### src/rtl/alu_share_arbiter.sv
// alu_share_arbiter: round-robin sharing of one combinational ALU between two
// requesters, with per-port credit counting and 2-entry response FIFOs.
module alu_share_arbiter #(
  parameter logic LAST_GNT_RST = 1'b1
) (
  input  logic        clk_i,
  input  logic        rst_n_i,
  input  logic        req0_valid_i,
  output logic        req0_ready_o,
  input  logic [31:0] req0_op1_i,
  input  logic [31:0] req0_op2_i,
  input  logic [3:0]  req0_ctrl_i,
  input  logic        req1_valid_i,
  output logic        req1_ready_o,
  input  logic [31:0] req1_op1_i,
  input  logic [31:0] req1_op2_i,
  input  logic [3:0]  req1_ctrl_i,
  output logic        rsp0_valid_o,
  input  logic        rsp0_ready_i,
  output logic [31:0] rsp0_data_o,
  output logic        rsp0_zero_o,
  output logic        rsp1_valid_o,
  input  logic        rsp1_ready_i,
  output logic [31:0] rsp1_data_o,
  output logic        rsp1_zero_o,
  output logic [31:0] alu_op1_o,
  output logic [31:0] alu_op2_o,
  output logic [3:0]  alu_ctrl_o,
  input  logic [31:0] alu_data_i,
  input  logic        alu_zero_i
);
  logic [1:0]  req_valid, rsp_ready, elig, gnt, rsp_valid, pop, rsp_zero;
  logic [31:0] rsp_data [2];
  logic        last_gnt, iss_valid, iss_id;
  logic [31:0] iss_op1, iss_op2;
  logic [3:0]  iss_ctrl;
  assign req_valid = {req1_valid_i, req0_valid_i};
  assign rsp_ready = {rsp1_ready_i, rsp0_ready_i};
  assign pop = rsp_valid & rsp_ready;
  // on a tie the port that did not win last time gets the grant
  always_comb begin
    gnt[0] = elig[0] & (~elig[1] | last_gnt);
    gnt[1] = elig[1] & (~elig[0] | ~last_gnt);
  end
  assign req0_ready_o = gnt[0];
  assign req1_ready_o = gnt[1];
  always_ff @(posedge clk_i or negedge rst_n_i) begin
    if (!rst_n_i) begin
      iss_valid <= 1'b0;
      iss_id    <= 1'b0;
      iss_op1   <= '0;
      iss_op2   <= '0;
      iss_ctrl  <= '0;
      last_gnt  <= LAST_GNT_RST;
    end else begin
      iss_valid <= |gnt;
      if (|gnt) begin
        iss_op1  <= gnt[1] ? req1_op1_i : req0_op1_i;
        iss_op2  <= gnt[1] ? req1_op2_i : req0_op2_i;
        iss_ctrl <= gnt[1] ? req1_ctrl_i : req0_ctrl_i;
        iss_id   <= gnt[1];
        last_gnt <= gnt[1];
      end
    end
  end
  assign alu_op1_o  = iss_op1;
  assign alu_op2_o  = iss_op2;
  assign alu_ctrl_o = iss_ctrl;
  for (genvar p = 0; p < 2; p++) begin : g_port
    logic [1:0]  cnt, fcnt;
    logic        wp, rp, push;
    logic [32:0] mem [2];
    assign push         = iss_valid && iss_id == 1'(p);
    assign elig[p]      = req_valid[p] && cnt != 2'd2;
    assign rsp_valid[p] = fcnt != 2'd0;
    assign {rsp_data[p], rsp_zero[p]} = mem[rp];
    // cnt covers issue stage plus FIFO, so the FIFO can never overflow
    always_ff @(posedge clk_i or negedge rst_n_i) begin
      if (!rst_n_i) begin
        cnt    <= '0;
        fcnt   <= '0;
        wp     <= 1'b0;
        rp     <= 1'b0;
        mem[0] <= '0;
        mem[1] <= '0;
      end else begin
        cnt  <= cnt + 2'(gnt[p]) - 2'(pop[p]);
        fcnt <= fcnt + 2'(push) - 2'(pop[p]);
        if (push) begin
          mem[wp] <= {alu_data_i, alu_zero_i};
          wp      <= ~wp;
        end
        if (pop[p]) rp <= ~rp;
      end
    end
  end
  assign rsp0_valid_o = rsp_valid[0];
  assign rsp1_valid_o = rsp_valid[1];
  assign rsp0_data_o  = rsp_data[0];
  assign rsp1_data_o  = rsp_data[1];
  assign rsp0_zero_o  = rsp_zero[0];
  assign rsp1_zero_o  = rsp_zero[1];
endmodule
### config.mk
export PLATFORM = sky130hd
export DESIGN_NAME = alu_share_arbiter
export DESIGN_NICKNAME = d
export VERILOG_FILES = /design/src/rtl/alu_share_arbiter.sv
export SDC_FILE = /design/constraint.sdc
export NUM_CORES = 1
export LEC_CHECK = 0
export CAP_MARGIN = 20
export CORE_ASPECT_RATIO = 0.5
export CORE_MARGIN = 3
export CORE_UTILIZATION = 46
export CTS_CLUSTER_SIZE = 10
export DETAILED_ROUTE_END_ITERATION = 6
export PLACE_DENSITY = 0.81
export SYNTH_ARGS = -nofsm -noshare
export SYNTH_HDL_FRONTEND = slang
export SYNTH_SLANG_ARGS = --single-unit
### constraint.sdc
create_clock -name clk_i -period 2.3 [get_ports clk_i]
set_input_delay 0.46 -clock clk_i [delete_from_list [all_inputs] [get_ports clk_i]]
set_output_delay 0.46 -clock clk_i [all_outputs]
set_load 0.05 [all_outputs]
**Word level (Yosys, flattened, before mapping)**

Index checks and enable logic that the tools add are counted.

- Reductions and logical operators: 9
- Mux-type cells: 15
- Eq/ne operators: 2
- Bitwise operators: 17
- Magnitude comparators: 6
- $add $sub $neg: 8

Operator list:

| kind | count |
|---|---|
| $mux W33 | 8 |
| $bwmux W66 | 2 |
| $demux W33 S1 | 2 |
| $mux W32 | 2 |
| $add A2 B1 Y2 | 4 |
| $ge A2 B2 Y1 const B | 4 |
| $not A1 Y1 | 8 |
| $not A1 Y2 | 4 |
| $sub A2 B1 Y2 | 4 |
| $logic_and A1 B1 Y1 | 6 |
| $lt A2 B1 Y1 const B | 2 |
| $mux W4 | 1 |
| $ne A2 B2 Y1 const B | 2 |
| $reduce_bool A2 Y1 | 2 |
| $and A1 B1 Y1 | 2 |
| $and A2 B2 Y2 | 1 |
| $or A1 B1 Y1 | 2 |
| $reduce_or A2 Y1 | 1 |

- Output and inout port bits: 138
- Bits in registers: 215
- Bits of input ports: 175

**Longest topological paths before layout**

Gate-level depths: netlist (run 1).

- Depth in word-level cells: 7
- Depth in mapped cells: 8
- Mapped depth without buffers: 6

**Worst setup path before layout (run 1)**

Ideal clock, no wire load.

- Path type: reg-to-reg
- Start point: reg last_gnt
- End point: reg g_port[0].cnt[1]
- Required time: 2220 ps
- Buffers on the path: 2
- Slack: 290 ps
- Stages on the path, launching flop included: 9
- Period minus slack after synthesis: 2010 ps
- Arrival time: 1930 ps
- Setup time: 80 ps
- Cells stage by stage: dfstp_2 -> nand2b_1 -> o211ai_2 -> buf_4 -> buf_4 -> inv_1 -> ha_1 -> xnor2_1 -> xnor2_1

- Longest elaborated chain between the ends: 4

RTL lines:

| what | RTL line | text |
|---|---|---|
| from (decl) | 34 | `logic last_gnt, iss_valid, iss_id;` |
| from (signal assigned) | 62 | `last_gnt <= gnt[1];` |
| $or A1 B1 Y1 | 42 | `gnt[0] = elig[0] & (~elig[1] \| last_gnt);` |
| $and A1 B1 Y1 | 42 |  |
| via req0_ready_o | 9 | `output logic req0_ready_o,` |
| $add A2 B1 Y2 | 87 | `cnt <= cnt + 2'(gnt[p]) - 2'(pop[p]);` |
| $sub A2 B1 Y2 | 87 |  |
| to (signal assigned) | 87 |  |
| to (decl) | 70 | `logic [1:0] cnt, fcnt;` |

The timed path passes the listed nets, and every way through them passes these cells.
A chain may end at the register's enable or synchronous reset.

**Final worst setup path (run 1)**

- Start point: reg g_port[1].cnt[1]
- End point: out req1_ready_o

- Longest elaborated chain between the ends: 3

RTL lines:

| what | RTL line | text |
|---|---|---|
| from (decl) | 70 |  |
| from (signal assigned) | 87 |  |
| $ne A2 B2 Y1 | 74 | `assign elig[p] = req_valid[p] && cnt != 2'd2;` |
| $logic_and A1 B1 Y1 | 74 |  |
| $and A1 B1 Y1 | 43 | `gnt[1] = elig[1] & (~elig[0] \| ~last_gnt);` |
| to (decl) | 14 | `output logic req1_ready_o,` |

Every way passes these cells.

==> results, run 1 <==
- The flow ran to the end, and the final reports show no timing, DRC or antenna violations.
- The count of pins on the block boundary is around 310.
- The first TritonRoute pass finished after 4 iterations.
- The startpoint of the most critical register-to-register path is iss_id.
- For this run, the register share of the synthesized area comes to 0.5851.
- For the worst setup path, the data required time is approximately 1.8 ns.
- Setup violations remaining at the end of the flow were counted as 0.
- The CTS tree is done.
- The worst reg-to-reg path cell count is 4.
- The utilization after layout is 0.7383.
- The signal on the critical path passes through nor2b_2 > a311o_2 > inv_2 > buf_12.
- The number of buffers added on ports is 312.
- The reported max-cap violation count is 0.
- The mapped cell area is 0.009198 sq mm.
- The transition time at the pin with the least slew margin is approximately 0.6 ns.
- In the global route stage, met1 resource usage came out at 0.2840.
- The cell with the biggest individual delay on the critical path is dfrtp_1.
- The yosys synthesis warning count is 0.
- The die width is 206.0 um.
- The maximum clock frequency is roughly 450 MHz.
- In this run, synthesis inferred 0 flip-flops with an integrated enable.
- The most common library cell in the layout ignoring fill and taps is clkdlybuf4s50_1.
- For met2 alone, demand over resource in global routing was 0.4371.
- The type of the setup path with the least slack is reg -> out.
- The post-synthesis to final-layout area growth is 52.56%.
- In the final routed layout, each cell accounts on average for 20.50 um.
- The maximum fanout count along the critical path is 5.
- The async set-reset flop share out of synthesis is 1.000.
- Measured against its own limit, the worst slew margin works out to 0.5996.
- The root buffer cell chosen for the clock tree is clkbuf_16.
- The floorplan step set the die height to 106.0 um.
- The tightest min-delay check is of the in -> async type.
- The delay of the slowest critical-path stage is 0.41 ns.
- TritonCTS created 25 clock buffers.
- The dominant register cell in the synthesized netlist is dfrtp_1.
- The initial core utilization is 0.4839.
- The number of antenna violations at the first check in global routing is 0.
- The clock skew is 0.008077 ns.
- The insertion delay of the later-clocked pin in the worst-skew pair is 0.51 ns.
- The layer flagged by global routing as most heavily used is met2.
- The full die area is 0.02183 sq mm.
- Clock-pin slew was measured on the worst setup and hold paths at 0.05 ns.
- Setup repair after global routing left no endpoint under its margin.
- The maximum level of the CTS H-tree is 1.
- Leaving out fill and tap cells, the most frequent cells in the layout are clkdlybuf4s50_1 (241), dfrtp_1 (214), mux2_2 (194), nor2_1 (139), buf_12 (75).
- After detailed routing, the total wire length is between 20000 and 30000 um.
- The clock drives 215 sinks.
- The critical path endpoint category is an output pin.
- The global-route total usage across every layer is 0.2421.
- The hold violation total from the final report is 0.
- The smallest clock period supported by the final layout is computed as around 2.2 ns.
- The flop and latch count out of synthesis is 215.
- STA puts the critical path data arrival time at 1.78 ns.
- After detailed routing, the number of vias per cell comes to 5.358.
- The gate count of the mapped netlist is 716.
- The net count reported at finish is 1212.
- The share of the clock period used by the worst path is 0.9732.
- The global placement routability congestion is 0.8175.
- The area of the core region is 0.01901 sq mm.
- The antenna diode count is 0.
- The critical path startpoint category is a register.
- After floorplanning, the core was divided into 35 placement rows.
- The detailed-placement wirelength estimate is 19080 um.
- The critical path's top delay family is flip-flops.
- The final max-slew violation count is 0.
- The routed layout has 6971 vias.
- The first routing iteration left roughly 260 violations.
- The path length in cells of the critical path is 4.
- In this run the mean area of a mapped cell was 12.85 sq um.
- The largest net degree at the start of global routing is 70.
- The first global-routing pass estimated 41810 um of wire.
- The maximum count of clock buffers along a single path is 3.
- The number of nets in the synthesized netlist is 894.
- The total DRC errors in the routed layout is 0.
- The number of fillers in the final layout is 1191.
- The aggregate global routing overflow is 0.
- The buffer and inverter count on the worst path is 2.
- The number of global-route vias before repair was 7730.
- The number of distinct library cells after synthesis is 37.
- The total negative slack is 0 ns.
- In the global route stage, met3 resource usage came out at 0.05873.
- Of the cells placed in the final design, the portion with a size suffix greater than 1 is 0.3119.
- In this run the remaining antenna-violating nets after routing total 0.
- The launching element of the worst setup path is g_port[1].cnt[1].
## worst register-to-register path: stages (launching register included)
cell and delay [ns]:
dfrtp_1 0.47, nand2_1 0.14, or2_2 0.50, buf_12 0.25
mux2_1 0.32
## repair_timing
action | in CTS | in global routing
setup endpoints to repair | 3 | 1
resized for setup | 3 | 1
buffers inserted | 0 | 0
hold endpoints to repair | 42 | 0
hold buffers | 1 | 0
## state kept, by name, summed over array words and instances (netlist names)
name and count:
alu_op1_o 32, g_port.rp 2, g_port.cnt 4, iss_id 1
alu_op2_o 32, alu_ctrl_o 4, g_port.fcnt 4, g_port.wp 2
last_gnt 1, iss_valid 1, g_port.mem 132
## cell type report
cell class	instances	area, sq um	area share
flip-flops and latches	215	5381	0.3835
inverters	3	11.26	0.0008025
clock buffers	33	655.6	0.04672
clock inverters	2	16.27	0.001159
repair buffers	335	4071	0.2901
well taps	259	324.1	0.02309
multi-input cells	454	3572	0.2546
## Yosys cell counts, types with 2 or more instances
master	count	share of area
xor2_1	3	0.0029
nor2_1	139	0.057
buf_2	29	0.016
mux2_2	194	0.24
buf_4	4	0.0033
or2_2	2	0.0014
o22ai_1	68	0.046
dfrtp_1	214	0.58
xnor2_1	10	0.0095
buf_6	5	0.0061
a21oi_1	2	0.0011
nand2_1	6	0.0024
inv_1	3	0.0012
mux2_1	4	0.0049
nand2b_1	3	0.0020
buf_1	2	0.00082
nand3_1	2	0.0011
clkbuf_1	4	0.0016
ha_1	3	0.0041
mux2i_1	2	0.0022
## final timing paths
path	endpoint	slack, ns
setup / recovery	req1_ready_o	0.06
hold / removal	g_port[1].mem[40]	0.45
setup reg to reg	g_port[1].mem[63]	0.50
hold reg to reg	g_port[1].mem[63]	0.49
max in group asynchronous	g_port[0].mem[3]	1.07
min in group clk_i	g_port[1].mem[63]	0.49
## stage by stage
stage	instances	instance area [sq um]	hold WS [ns]	worst slack [ns]
floorplan	716	9198	0.1644	0.2904
global placement	1265	13350	0.4212	0.1583
detailed placement	1265	13350	0.4295	0.1491
CTS	1301	14030	0.4497	0.04837
global route	1301	14030	0.4908	0.01389
finish	1301	14030	0.4530	0.06160
## logic make-up after synthesis
family | after synthesis | share of synthesized area
mux | 200 | 0.2446
buf+inv | 47 | 0.02884
flops | 215 | 0.5851
simple gates | 161 | 0.07142
compound gates | 77 | 0.05360
fa+ha+maj | 3 | 0.004082
xor+xnor | 13 | 0.01238
## metal layers
| metal | share of wire | up-vias |
|---|---|---|
| met3 | 0.058 | 67 |
| met1 | 0.39 | 3524 |
| met4 | 0.036 | 0 |
| met5 | 0 | - |
| met2 | 0.52 | 223 |
| li1 | - | 3157 |
Power of run 1 is not shown: default switching activity piles up to over one toggle a cycle in this logic, so the estimate is an artifact.
==> run 2, diff against run 1 <==
CORE_UTILIZATION = 40   (was 46)
GPL_TIMING_DRIVEN = 0   (was unset)
PLACE_DENSITY = 0.72   (was 0.81)
==> run 2 against run 1 <==
  * Critical path depth decreased by 2
  * Register-to-register slack lost 0.08 ns
  * Routed wire length down 3.3%
  * Non-clock buffer count grew 25
  * Sequential cell count unchanged
  * Clock-buffer cell count stayed put
  * Clock skew down 0.0012 ns
  * Critical path type unchanged
  * Final area shrank 5.9%
  * Largest cell class unchanged
  * First-iteration DRC count fell by 6.9%
  * Sequential share of layout area up 2.5 points
  * Worst hold slack worse by 0.40 ns
  * Maximum frequency fell by 0.69%
==> results, run 2 (synthesized netlist as in run 1, its figures left out) <==
- The fraction of layout cells with a size suffix above 1 came to 0.3261 (was 0.3119).
- RSZ-0062 raised after global routing: yes (was no).
- The register name with the most flops was g_port.mem (unchanged).
- The launching element of the worst setup path is g_port[1].rp (was g_port[1].cnt[1]).
- The clock skew is 0.006910 ns (was 0.008077 ns).
- The global placement routability congestion was 0.8536 (was 0.8175).
- The clock-pin slew on the worst setup and hold paths was 0.06 ns (was 0.05 ns).
- The count of pins on the block boundary is 313 (unchanged).
- The CTS tree is done (unchanged).
- The via density per instance is 5.055 (was 5.358).
- The maximum fanout count along the critical path is 7 (was 5).
- The detailed-route wire length per cell is 18.86 um (was 20.50 um).
- The pre-CTS setup slack came to -0.9028 ns (was 0.1491 ns).
- The die width is 220.4 um (was 206.0 um).
- The area of the core region is 0.02211 sq mm (was 0.01901 sq mm).
- The post-layout minimum cycle time is 2.254 ns (was 2.238 ns).
- The reported max-cap violation count is 0 (unchanged).
- The relative slew slack is 0.3912 (was 0.5996).
- The maximum count of clock buffers along a single path came to 3 (unchanged).
- The total negative slack is 0 ns (unchanged).
- The post-layout worst setup margin is 0.04614 ns (was 0.06160 ns).
- The required time at the endpoint of the critical path is 1.84 ns (about the same).
- The critical path endpoint category is an output pin (unchanged).
- Outcome: finished, final reports clean (unchanged).
- The maximum level of the CTS H-tree was 1 (unchanged).
- The detailed-placement wirelength estimate is 18770 um (was 19080 um).
- The buffer cell driving the clock tree root is clkbuf_16 (unchanged).
- The hold violation total from the final report is 0 (unchanged).
- The post-synthesis to final-layout area growth came to 43.49% (was 52.56%).
- The final wirelength is 25790 um (was 26670 um).
- The global-route total usage across every layer is 0.2085 (was 0.2421).
- The largest net degree at the start of global routing was 122 (was 70).
- The endpoint arrival time on the critical path is 1.79 ns (was 1.78 ns).
- The full die area was 0.02496 sq mm (was 0.02183 sq mm).
- The net count reported at finish is 1237 (was 1212).
- The initial core utilization came to 0.4160 (was 0.4839).
- The final max-slew violation count was 0 (unchanged).
- The first-pass GRT wire length is 41260 um (was 41810 um).
- The aggregate global routing overflow was 0 (unchanged).
- The number of antenna violations at the first check in global routing was 1 (was 0).
- The kind of path behind the tightest hold check was in -> async (unchanged).
- The insertion delay of the later-clocked pin in the worst-skew pair is 0.51 ns (about the same).
- The number of violations reported at the end of detailed-routing iteration 0 is 243 (was 261).
- The number of standard-cell rows in the floorplan was 38 (was 35).
- The final number of setup-violating endpoints is 0 (unchanged).
- The number of buffers added on ports was 312 (unchanged).
- The clock buffer count from CTS is 25 (unchanged).
- The flip-flop count of the largest register after layout is 132 (unchanged).
- The die height was 113.2 um (was 106.0 um).
- The number of detailed-routing iterations run before antenna repair was 4 (unchanged).
- The maximum clock frequency is 443.7 MHz (was 446.7 MHz).
- The total DRC errors in the routed layout is 0 (unchanged).
- The type of the setup path with the least slack is reg -> out (unchanged).
- The transition time at the pin with the least slew margin was 0.9133 ns (was 0.5987 ns).
- The startpoint of the most critical register-to-register path is g_port[0].cnt[0] (was iss_id).
- The most common library cell in the layout ignoring fill and taps is clkdlybuf4s50_1 (unchanged).
- The critical path startpoint category is a register (unchanged).
- The share of the clock period used by the worst path is 0.9799 (was 0.9732).
- Leading cell types in the layout, fill and taps excluded: clkdlybuf4s50_1 (240), dfrtp_1 (211), mux2_2 (194), nor2_1 (139), buf_2 (82) (was clkdlybuf4s50_1 (241), dfrtp_1 (214), mux2_2 (194), nor2_1 (139), buf_12 (75)).
- The CTS sink count came to 215 (unchanged).
- The number of global-route vias before repair was 7673 (was 7730).
- The number of routed nets with antenna violations is 0 (unchanged).
- The via total after detailed routing is 6915 (was 6971).
==> run 2: worst paths after layout <==
path / slack, ns / endpoint / depth (start not counted)
min in group clk_i: 0.49 / g_port[1].mem[62] / 1
setup / recovery: 0.05 / rsp1_zero_o / 2
setup reg to reg: 0.42 / alu_op1_o[26] / 8
hold / removal: 0.05 / g_port[0].mem[20] / 1
max in group asynchronous: 1.25 / g_port[1].cnt[0] / 2
hold reg to reg: 0.49 / g_port[1].mem[62] / 1
==> run 2: per-layer routing <==
metal | GRT usage | up-vias | share of wire
met4 | 0.04970 | 0 | 0.026
met1 | 0.2556 | 3497 | 0.41
met5 | 0 | - | 0
li1 | - | 3205 | -
met2 | 0.3724 | 168 | 0.51
met3 | 0.05178 | 45 | 0.053
==> run 2: layout make-up <==
type                    instances  area, sq um
diodes                          1        2.502
plain buffers                  39        262.8
clock buffers                  33        655.6
clock inverters                 2        16.27
fillers                      1833         8911
inverters                       3        11.26
multi-input cells             454         3573
flip-flops and latches        215         5385
well taps                     300        375.4
repair buffers                321         2915
==> run 2: timing repair <==
action	4_1_cts	5_1_grt
pin swaps	2	1
buffers inserted	5	3
setup endpoints to repair	70	23
resized for setup	339	11
hold buffers	0	0
==> run 2: through the flow <==
step	area, sq um	utilization	hold WS (ns)	instances
after detailed placement	12730	0.5757	0.4804	1329
after floorplan	9198	-	0.1644	716
after global routing	13200	0.5969	0.1130	1368
after CTS	13190	0.5966	0.08709	1365
final	13200	0.5969	0.05263	1368
after global placement	12700	0.5743	0.4703	1328
==> run 2: critical path: stages, from the launching register on <==
cell and delay, ns:
dfrtp_2 0.48, mux2_2 0.25, dlygate4sd2_1 0.55
Power of run 2 is left out for the same reason.
